[src/rtl/ultrasonic_echo_emulator.sv]
// HC-SR04 sensor emulator: answers a trig pulse with an echo whose width encodes target_mm.
module ultrasonic_echo_emulator #(
  parameter int unsigned MIN_TRIG_US  = 10,
  parameter int unsigned BURST_US     = 200,
  parameter int unsigned MAX_RANGE_MM = 4000,
  parameter int unsigned TIMEOUT_US   = 38000,
  parameter int unsigned HOLDOFF_US   = 100
) (
  input  logic        clk_1MHz,
  input  logic        rst,
  input  logic        trig,
  input  logic [11:0] target_mm,
  input  logic        no_object,
  output logic        echo,
  output logic        busy,
  output logic        trig_short,
  output logic [7:0]  echo_count
);

  localparam int unsigned CNT_W  = 16;
  localparam int unsigned HCNT_W = 8;
  localparam int unsigned PROD_W = 22;

  typedef enum logic [2:0] {
    S_IDLE    = 3'd0,
    S_TRIG_HI = 3'd1,
    S_BURST   = 3'd2,
    S_ECHO    = 3'd3,
    S_HOLDOFF = 3'd4
  } state_t;

  state_t             state_q, state_d;
  logic [CNT_W-1:0]   cnt_q, cnt_d;
  logic [HCNT_W-1:0]  hcnt_q, hcnt_d;
  logic [CNT_W-1:0]   w_q, w_d;
  logic               sync1_q, trig_s;
  logic               echo_d, busy_d, short_d;
  logic [7:0]         count_d;
  logic [PROD_W-1:0]  prod;
  logic [PROD_W-1:0]  quot;
  logic [CNT_W-1:0]   w_calc;

  // Two-flop synchronizer for the asynchronous trig pin
  always_ff @(posedge clk_1MHz or posedge rst) begin
    if (rst) begin
      sync1_q <= 1'b0;
      trig_s  <= 1'b0;
    end else begin
      sync1_q <= trig;
      trig_s  <= sync1_q;
    end
  end

  // Echo width: ceiling of target*1000/170 so the driver's floor conversion reads back target
  always_comb begin
    prod = PROD_W'(target_mm) * PROD_W'(1000) + PROD_W'(169);
    quot = prod / PROD_W'(170);
    if (no_object || (32'(target_mm) > MAX_RANGE_MM)) begin
      w_calc = CNT_W'(TIMEOUT_US);
    end else if (quot == '0) begin
      w_calc = CNT_W'(1);
    end else begin
      w_calc = CNT_W'(quot);
    end
  end

  // State, counters and registered outputs
  always_ff @(posedge clk_1MHz or posedge rst) begin
    if (rst) begin
      state_q    <= S_IDLE;
      cnt_q      <= '0;
      hcnt_q     <= '0;
      w_q        <= '0;
      echo       <= 1'b0;
      busy       <= 1'b0;
      trig_short <= 1'b0;
      echo_count <= '0;
    end else begin
      state_q    <= state_d;
      cnt_q      <= cnt_d;
      hcnt_q     <= hcnt_d;
      w_q        <= w_d;
      echo       <= echo_d;
      busy       <= busy_d;
      trig_short <= short_d;
      echo_count <= count_d;
    end
  end

  // Next-state and next-output logic
  always_comb begin
    state_d = state_q;
    cnt_d   = cnt_q;
    hcnt_d  = hcnt_q;
    w_d     = w_q;
    echo_d  = echo;
    short_d = 1'b0;
    count_d = echo_count;

    case (state_q)
      S_IDLE: begin
        echo_d = 1'b0;
        if (trig_s) begin
          state_d = S_TRIG_HI;
          hcnt_d  = HCNT_W'(1);
        end
      end

      S_TRIG_HI: begin
        if (trig_s) begin
          if (hcnt_q != '1) begin
            hcnt_d = hcnt_q + HCNT_W'(1);
          end
        end else if (32'(hcnt_q) >= MIN_TRIG_US) begin
          // Width is frozen here; later target_mm changes do not affect this echo
          w_d     = w_calc;
          cnt_d   = CNT_W'(BURST_US);
          state_d = S_BURST;
        end else begin
          short_d = 1'b1;
          state_d = S_IDLE;
        end
      end

      S_BURST: begin
        if (cnt_q == CNT_W'(1)) begin
          echo_d  = 1'b1;
          cnt_d   = w_q;
          state_d = S_ECHO;
        end else begin
          cnt_d = cnt_q - CNT_W'(1);
        end
      end

      S_ECHO: begin
        if (cnt_q == CNT_W'(1)) begin
          echo_d  = 1'b0;
          count_d = echo_count + 8'(1);
          cnt_d   = CNT_W'(HOLDOFF_US);
          state_d = S_HOLDOFF;
        end else begin
          cnt_d = cnt_q - CNT_W'(1);
        end
      end

      S_HOLDOFF: begin
        if (cnt_q == CNT_W'(1)) begin
          cnt_d   = '0;
          state_d = S_IDLE;
        end else begin
          cnt_d = cnt_q - CNT_W'(1);
        end
      end

      default: begin
        echo_d  = 1'b0;
        cnt_d   = '0;
        state_d = S_IDLE;
      end
    endcase

    busy_d = (state_d != S_IDLE);
  end

endmodule

[config.mk]
export PLATFORM = sky130hd
export DESIGN_NAME = ultrasonic_echo_emulator
export DESIGN_NICKNAME = d
export VERILOG_FILES = /design/src/rtl/ultrasonic_echo_emulator.sv
export SDC_FILE = /design/constraint.sdc
export NUM_CORES = 1
export LEC_CHECK = 0
export CORE_MARGIN = 2
export CORE_UTILIZATION = 45
export CTS_BUF_LIST = sky130_fd_sc_hd__clkbuf_8 sky130_fd_sc_hd__clkbuf_16
export CTS_CLUSTER_DIAMETER = 100
export DETAILED_ROUTE_END_ITERATION = 12
export PLACE_DENSITY = 0.67
export SETUP_SLACK_MARGIN = 0.3
export SYNTH_ARGS = -nofsm -noshare
export SYNTH_HDL_FRONTEND = slang
export SYNTH_SLANG_ARGS = --single-unit
[constraint.sdc]
create_clock -name clk_1MHz -period 4.5 [get_ports clk_1MHz]
set_clock_uncertainty 0.15 [all_clocks]
set_input_delay 0.9 -clock clk_1MHz [delete_from_list [all_inputs] [get_ports clk_1MHz]]
set_output_delay 0.9 -clock clk_1MHz [all_outputs]
set_load 0.02 [all_outputs]
==> metrics.txt, run 1 <==
Synth Warn #=0; GPL Wtd Cong=0.906; CP Class=input pin to flip-flop; worst-margin pin slew=897 ps; first-pass GRT wire length=58300 µm; DRC=0; failing checks=setup timing; CTS tree=built; CTS Buffer Depth=2; outcome=finished with violations; predominant post-synthesis flop cell=dfrtp_1; Clock Pin Slew Worst Setup and Hold Paths=70 ps; multi-input logic area=0.0104 mm²; unrepaired setup endpoints after global routing=yes; Die Ht=161 µm; CP Data Arrival Time=15490 ps; Die ar.=0.0261 mm²; Synth area leaders=dfrtp_1 13%, fa_1 6.8%, ha_1 6.6%; Seq/Total Area, Yosys=between 10% and 20%; Final Critical Period=15480 ps; row cnt=between 50 and 60; Hold-fix buffers, CTS=0; Post-Syn Nets=approximately 1.6k; CTS root buf=clkbuf_16; max-cap viol count=0; TritonRoute pass-1 iters=5; CP Max Fanout=6; synthesis-stage register bit count=56; Final HPWL DP=about 27000 µm; Syn Area/Cell=7.72 µm²; most common cell after layout, fill and taps aside=buf_4; final WL=34500 µm; fmax=0.0646 GHz; Clock Latency Late Sink=roughly 300 ps; final hold violations=0; vias per cell=5.77; 1st-iter DRT viols=1071; Final #Nets=around 2.0k; Finished Cell Area=around 0.017 mm²; Clock Sink Count=56; FF+latch area=0.00140 mm²; GRT Overall Usage=between 20 and 30%; Syn Inst Count=1446; vias in the first global route=between 10k and 15k; ratio of cells with drive above 1 in the final layout=39.5%; initial core utilization=45.9%; fin crit share=344%; post-synth top area cell=dfrtp_1; largest net degree at the start of global routing=37; Final Core Density=69.1%; Syn Std Cell Area=~0.011 mm²; Area Growth Syn to Fin=50.6%; Max Slew Vio Count=0; ANT nets after route=0; crit path launch type=input pin; H-Tree Level Count=2; Synth async-reset ratio=100%; # diodes=0; core footprint=0.0243 mm²; most frequent cells in the layout=463 x buf_4, 138 x nand2_1, 99 x nor2_1, 79 x o21ai_0, 72 x a21oi_1; final setup violation count=15; Crit-path slowest cell=or4b_4; Worst Slack Setup Final=-10980 ps; highest cell delay on the worst timing path=600 ps; proportion of netlist area held by the largest area contributor=~13%; Slew headroom=39.7%; Post-Place Cell Area=0.0154 mm²; initial antenna violation count=0; PortBufs=26; Die Width=161 µm; filler instances=approximately 1.9k; count of cell types in the netlist=119; Via Count=12.9k; worst hold slack=212 ps; Worst Setup End Kind=flip-flop; CP required=~4500 ps; EDFF count, synth=0; post-detailed-route wirelength per cell=15.4 µm; CTS Buf Count=5; gr ovfl total=0; I/O pins=27; Hold Path Class=flip-flop to flip-flop
[flip-flops by register name, indices dropped and copies added, names as in the netlist]
name and count:
busy 1, trig_s 1, echo_count 8, hcnt_q 8
state_q 3, echo 1, cnt_q 16, w_q 16
trig_short 1, sync1_q 1
[stage by stage]
step	setup slack, ps	setup TNS (ps)	instances
2_1_floorplan	-11050	-94300	1446
3_5_place_dp	-12310	-110890	2190
5_1_grt	-11630	-100850	2241
6_report	-10980	-94570	2241
4_1_cts	-10840	-92400	2234
3_3_place_gp	-11980	-107830	2190
[logic make-up after synthesis]
| kind of cell | count (synthesis) | share of synthesized area [%] |
|---|---|---|
| xor+xnor | 107 | 9.27 |
| compound gates | 484 | 31.5 |
| buf+inv | 136 | 5.03 |
| mux | 42 | 4.15 |
| fa+ha+maj | 104 | 14.1 |
| simple gates | 517 | 23.4 |
| flops | 56 | 12.6 |
[cell type report]
class / count / area share, %
inverters: 78 / 1.83
flip-flops and latches: 56 / 8.34
clock buffers: 6 / 0.826
well taps: 324 / 2.41
multi-input cells: 1254 / 61.9
clock inverters: 2 / 0.0447
repair buffers: 521 / 24.7
[critical path, delay by kind of cell]
family                   cells  cell delay (ps)
XOR/XNOR                     1              240
AND/OR/NAND/NOR             11             3130
AO/OA/AOI/OAI               30             6810
adder cells (fa/ha/maj)      6             2510
buffers and inverters        8             1090
multiplexers                 3              780
[path summary, 6_finish.rpt]
path | slack, ps | to | cells past startpoint | from
worst max-delay path | -10980 | w_q[0] | 59 | target_mm[3]
worst min-delay path | 210 | trig_s | 0 | sync1_q
worst max register to register | 910 | echo_count[7] | 10 | cnt_q[2]
worst min register to register | 210 | trig_s | 0 | sync1_q
max in group asynchronous | 2530 | cnt_q[7] | 3 | rst
min in group asynchronous | 900 | trig_s | 2 | rst
[timing repair]
item | CTS | global route
cloned | 1 | 0
setup endpoints to repair | 15 | 15
gates resized for setup | 190 | 56
pin swaps | 68 | 37
setup buffers | 35 | 7
[routing by layer]
metal	track usage (%)	vias to the layer above	share of wire [%]
li1	-	6351	-
met1	32.0	6251	43
met2	48.4	275	52
met3	1.36	55	2.7
met4	6.86	0	1.8
met5	0	-	0
[synth_stat cells, types with 6 or more instances]
cell type / count
a31oi_1: 16
o21ai_0: 95
nor3_1: 54
nor2_1: 105
buf_2: 11
xnor2_1: 69
nand3_1: 54
xor2_1: 28
or2_2: 11
o21ai_1: 18
a211oi_1: 16
a21oi_1: 84
a221o_1: 12
a21o_1: 16
dfrtp_1: 56
o221ai_1: 6
nand2_1: 145
or3_1: 21
a211o_1: 14
xnor2_2: 6
o22ai_1: 14
fa_1: 38
a32oi_1: 7
nor2b_1: 6
o21a_1: 18
a21boi_0: 8
nor4_1: 11
ha_1: 59
mux2i_1: 30
clkbuf_1: 40
mux2_2: 8
a22oi_1: 6
o211ai_1: 20
o21bai_1: 6
and3_1: 16
o31ai_1: 19
and2_1: 16
nand4_1: 20
inv_1: 77
nand2b_1: 11
Power of run 1 is left out: the tool's default activity adds up to more than one toggle a clock period on the data nets, which glitch-free logic cannot reach.
==> run 2: changes to the inputs <==
- SLEW_MARGIN: unset -> 20
==> results of run 2 <==
The final DEF is identical to that of run 1; final timing and power are the same.
Power of run 2 is left out for the same reason.
==> run 3: changes to the inputs <==
- ABC_AREA: unset -> 1
- CTS_CLUSTER_DIAMETER: 100 -> unset
- MAX_ROUTING_LAYER: unset -> met4
==> metrics.txt, run 3 <==
outcome=finished with violations; failing checks=setup timing; post-synthesis compound-gate area fraction=6.69% (-25 points); Via Count=11.8k (-8.8%); CP Class=input pin to flip-flop; Crit-path slowest cell=fa_1; proportion of netlist area held by the largest area contributor=12.5% (-0.053 points); main combinational cell family by area after synthesis=simple AND/OR/NAND/NOR gates; Die Width=162 µm (+0.21%); largest net degree at the start of global routing=38 (+2.7%); ANT nets after route=0 (unchanged); Final Critical Period=13920 ps (-1570 ps); fin crit share=309% (-35 points); Worst Slack Setup Final=-9420 ps (+1570 ps); biggest registers after layout=cnt_q (16), w_q (16); r2r setup slk=1670 ps (+760 ps); Slew headroom=50.2% (+10 points); r2r endpoint=cnt_q[7]; Die Ht=162 µm (+0.21%); Clock Sink Count=56 (unchanged); CP Max Fanout=8 (+2); post-synth top area cell=dfrtp_1; vias in the first global route=11.2k (-13%); unrepaired setup endpoints after global routing=yes; I/O pins=27 (unchanged); cell with the most instances after synthesis=nand2_1; fmax=0.0719 GHz (+11%); Seq/Total Area, Yosys=12.5% (-0.053 points); GPL Wtd Cong=0.856 (-5.5%); Syn Area/Cell=7.01 µm² (-9.1%); row cnt=57 (unchanged); Worst Setup End Kind=flip-flop; EDFF count, synth=0 (unchanged); Die ar.=0.0262 mm² (+0.42%); ratio of cells with drive above 1 in the final layout=48.5% (+9.0 points); predominant post-synthesis flop cell=dfrtp_1; max-cap viol count=0 (unchanged); Clock Pin Slew Worst Setup and Hold Paths=70 ps (about the same); core footprint=0.0244 mm² (+0.29%); CP required=4530 ps (+20 ps); Synth Area in Simple Gates=50.3% (+27 points); Hold Path Class=flip-flop to flip-flop; # diodes=0 (unchanged); post-detailed-route wirelength per cell=13.4 µm (-13%); CTS tree=built; Max Slew Vio Count=0 (unchanged); most frequent cells in the layout=366 x buf_4, 270 x nand2_1, 211 x inv_1, 144 x nand2_4, 143 x nand3_1; vias per cell=5.01 (-13%); CTS Buffer Depth=2 (unchanged); Post-Synth Adder-Cell Area=13.4% (-0.71 points); pre-CTS WS=-9970 ps (+2340 ps); Clock Latency Late Sink=290 ps (about the same); Post-synth top cells=331 x nand2_1, 239 x inv_1, 185 x nand3_1; TritonRoute pass-1 iters=5 (unchanged); Syn Inst Count=1598 (+11%); DRC=0 (unchanged); Inst Count DP=2232 (+1.9%); Post-Syn Nets=1711 (+9.7%); gr ovfl total=0 (unchanged); Syn Std Cell Area=0.0112 mm² (+0.43%); hold endpoint=trig_s; highest cell delay on the worst timing path=570 ps (-30 ps); Crit Reg-Reg Startpoint=cnt_q[1]; 1st-iter DRT viols=600 (-44%); CP Data Arrival Time=13950 ps (-1540 ps); Synth async-reset ratio=100% (unchanged); count of cell types in the netlist=59 (-50%); worst-margin pin slew=746 ps (-151 ps); CTS root buf=clkbuf_16; initial core utilization=46.0% (+0.061 points); synthesis-stage register bit count=56 (unchanged); final setup violation count=15 (unchanged); Synth Warn #=0 (unchanged); most common cell after layout, fill and taps aside=buf_4; PortBufs=26 (unchanged); post-synthesis mux area share=0.100% (-4.0 points); fin cells=2357 (+5.2%); final hold violations=0 (unchanged); Worst Reg-to-Reg Cells=11 (+1); GRT Overall Usage=22.3% (-3.5 points); Area Growth Syn to Fin=47.4%; initial antenna violation count=0 (unchanged); CP most frequent cell=nand2_4; final WL=31700 µm (-8.3%); first-pass GRT wire length=49000 µm (-16%); H-Tree Level Count=2 (unchanged); Worst Min Path Start=sync1_q; CTS Buf Count=5 (unchanged); filler instances=1905 (+1.4%); crit path launch type=input pin; Synth area leaders=dfrtp_1 13%, nand2_1 11%, nand2_4 9.7%; Final HPWL DP=22200 µm (-17%); Synth Area in XOR/XNOR=5.35% (-3.9 points); Hold Path Stages=0 (unchanged); Final #Nets=2145 (+5.7%)
[run 3: cell count changes in the layout (fill, tap and decap cells not counted), moves of 52 or more]
cell | before | now
a21oi_1 | 72 | 20
buf_4 | 463 | 366
inv_1 | 70 | 211
inv_2 | 5 | 57
nand2_1 | 138 | 270
nand2_2 | 5 | 130
nand2_4 | 2 | 144
nand3_1 | 52 | 143
nand3_2 | 1 | 54
o21ai_0 | 79 | 18
[run 3: layer usage]
metal | track usage, % | wire length (µm)
met2 | 43.2 | 17300
met5 | - | 0
met3 | 1.23 | 675
met4 | 3.14 | 605
met1 | 25.8 | 13100
[run 3: kinds of logic (layout without fill, tap and decap cells)]
| group | Yosys count | in the layout |
|---|---|---|
| AND/OR/NAND/NOR | 962 | 966 |
| buffers and inverters | 315 | 746 |
| AO/OA/AOI/OAI | 108 | 108 |
| adder cells (fa/ha/maj) | 97 | 97 |
| XOR/XNOR | 59 | 59 |
| flip-flops | 56 | 56 |
| multiplexers | 1 | 1 |
[run 3: layout make-up]
cell class                      count  area (µm²)  area share (%)
Clock inverter                      2        11.3          0.0681
Timing Repair inverter              1        5.00          0.0303
Tap cell                          324         405            2.45
Sequential cell                    56        1400            8.48
Clock buffer                        6         139           0.840
Multi-Input combinational cell   1231        9760            59.1
Timing Repair Buffer              431        3510            21.2
Inverter                          306        1290            7.79
[run 3: how the worst max path moves through the flow]
stage	slack, ps	to	start	cells past startpoint
after global placement	-9690	w_q[0]	target_mm[5]	110
after detailed placement	-9970	w_q[0]	target_mm[5]	114
final	-9420	w_q[0]	target_mm[0]	116
after global routing	-10300	w_q[0]	target_mm[0]	118
after CTS	-9110	w_q[0]	target_mm[6]	112
after floorplan	-8600	w_q[0]	target_mm[5]	115
[run 3: repair_timing]
| item | 4_1_cts | 5_1_grt |
|---|---|---|
| cloned | 4 | 1 |
| hold buffers | 0 | 0 |
| setup endpoints to repair | 15 | 15 |
| resized for setup | 168 | 151 |
| pin swaps | 130 | 167 |
| buffers inserted | 71 | 41 |
[run 3: critical path, delay by kind of cell]
| family | cells | cell delay (ps) |
|---|---|---|
| simple gates | 88 | 8000 |
| compound gates | 4 | 750 |
| buf+inv | 18 | 1740 |
| fa+ha+maj | 6 | 2550 |
[run 3: stage by stage]
stage	utilization (%)	instance area (µm²)	TNS (ps)	hold slack, ps
floorplan	-	11500	-69140	181
global placement	58.6	14300	-85670	186
detailed placement	58.6	14300	-88900	207
CTS	63.9	15600	-77120	223
global route	67.7	16500	-88380	237
finish	67.7	16500	-80170	219
Power of run 3 is left out for the same reason.
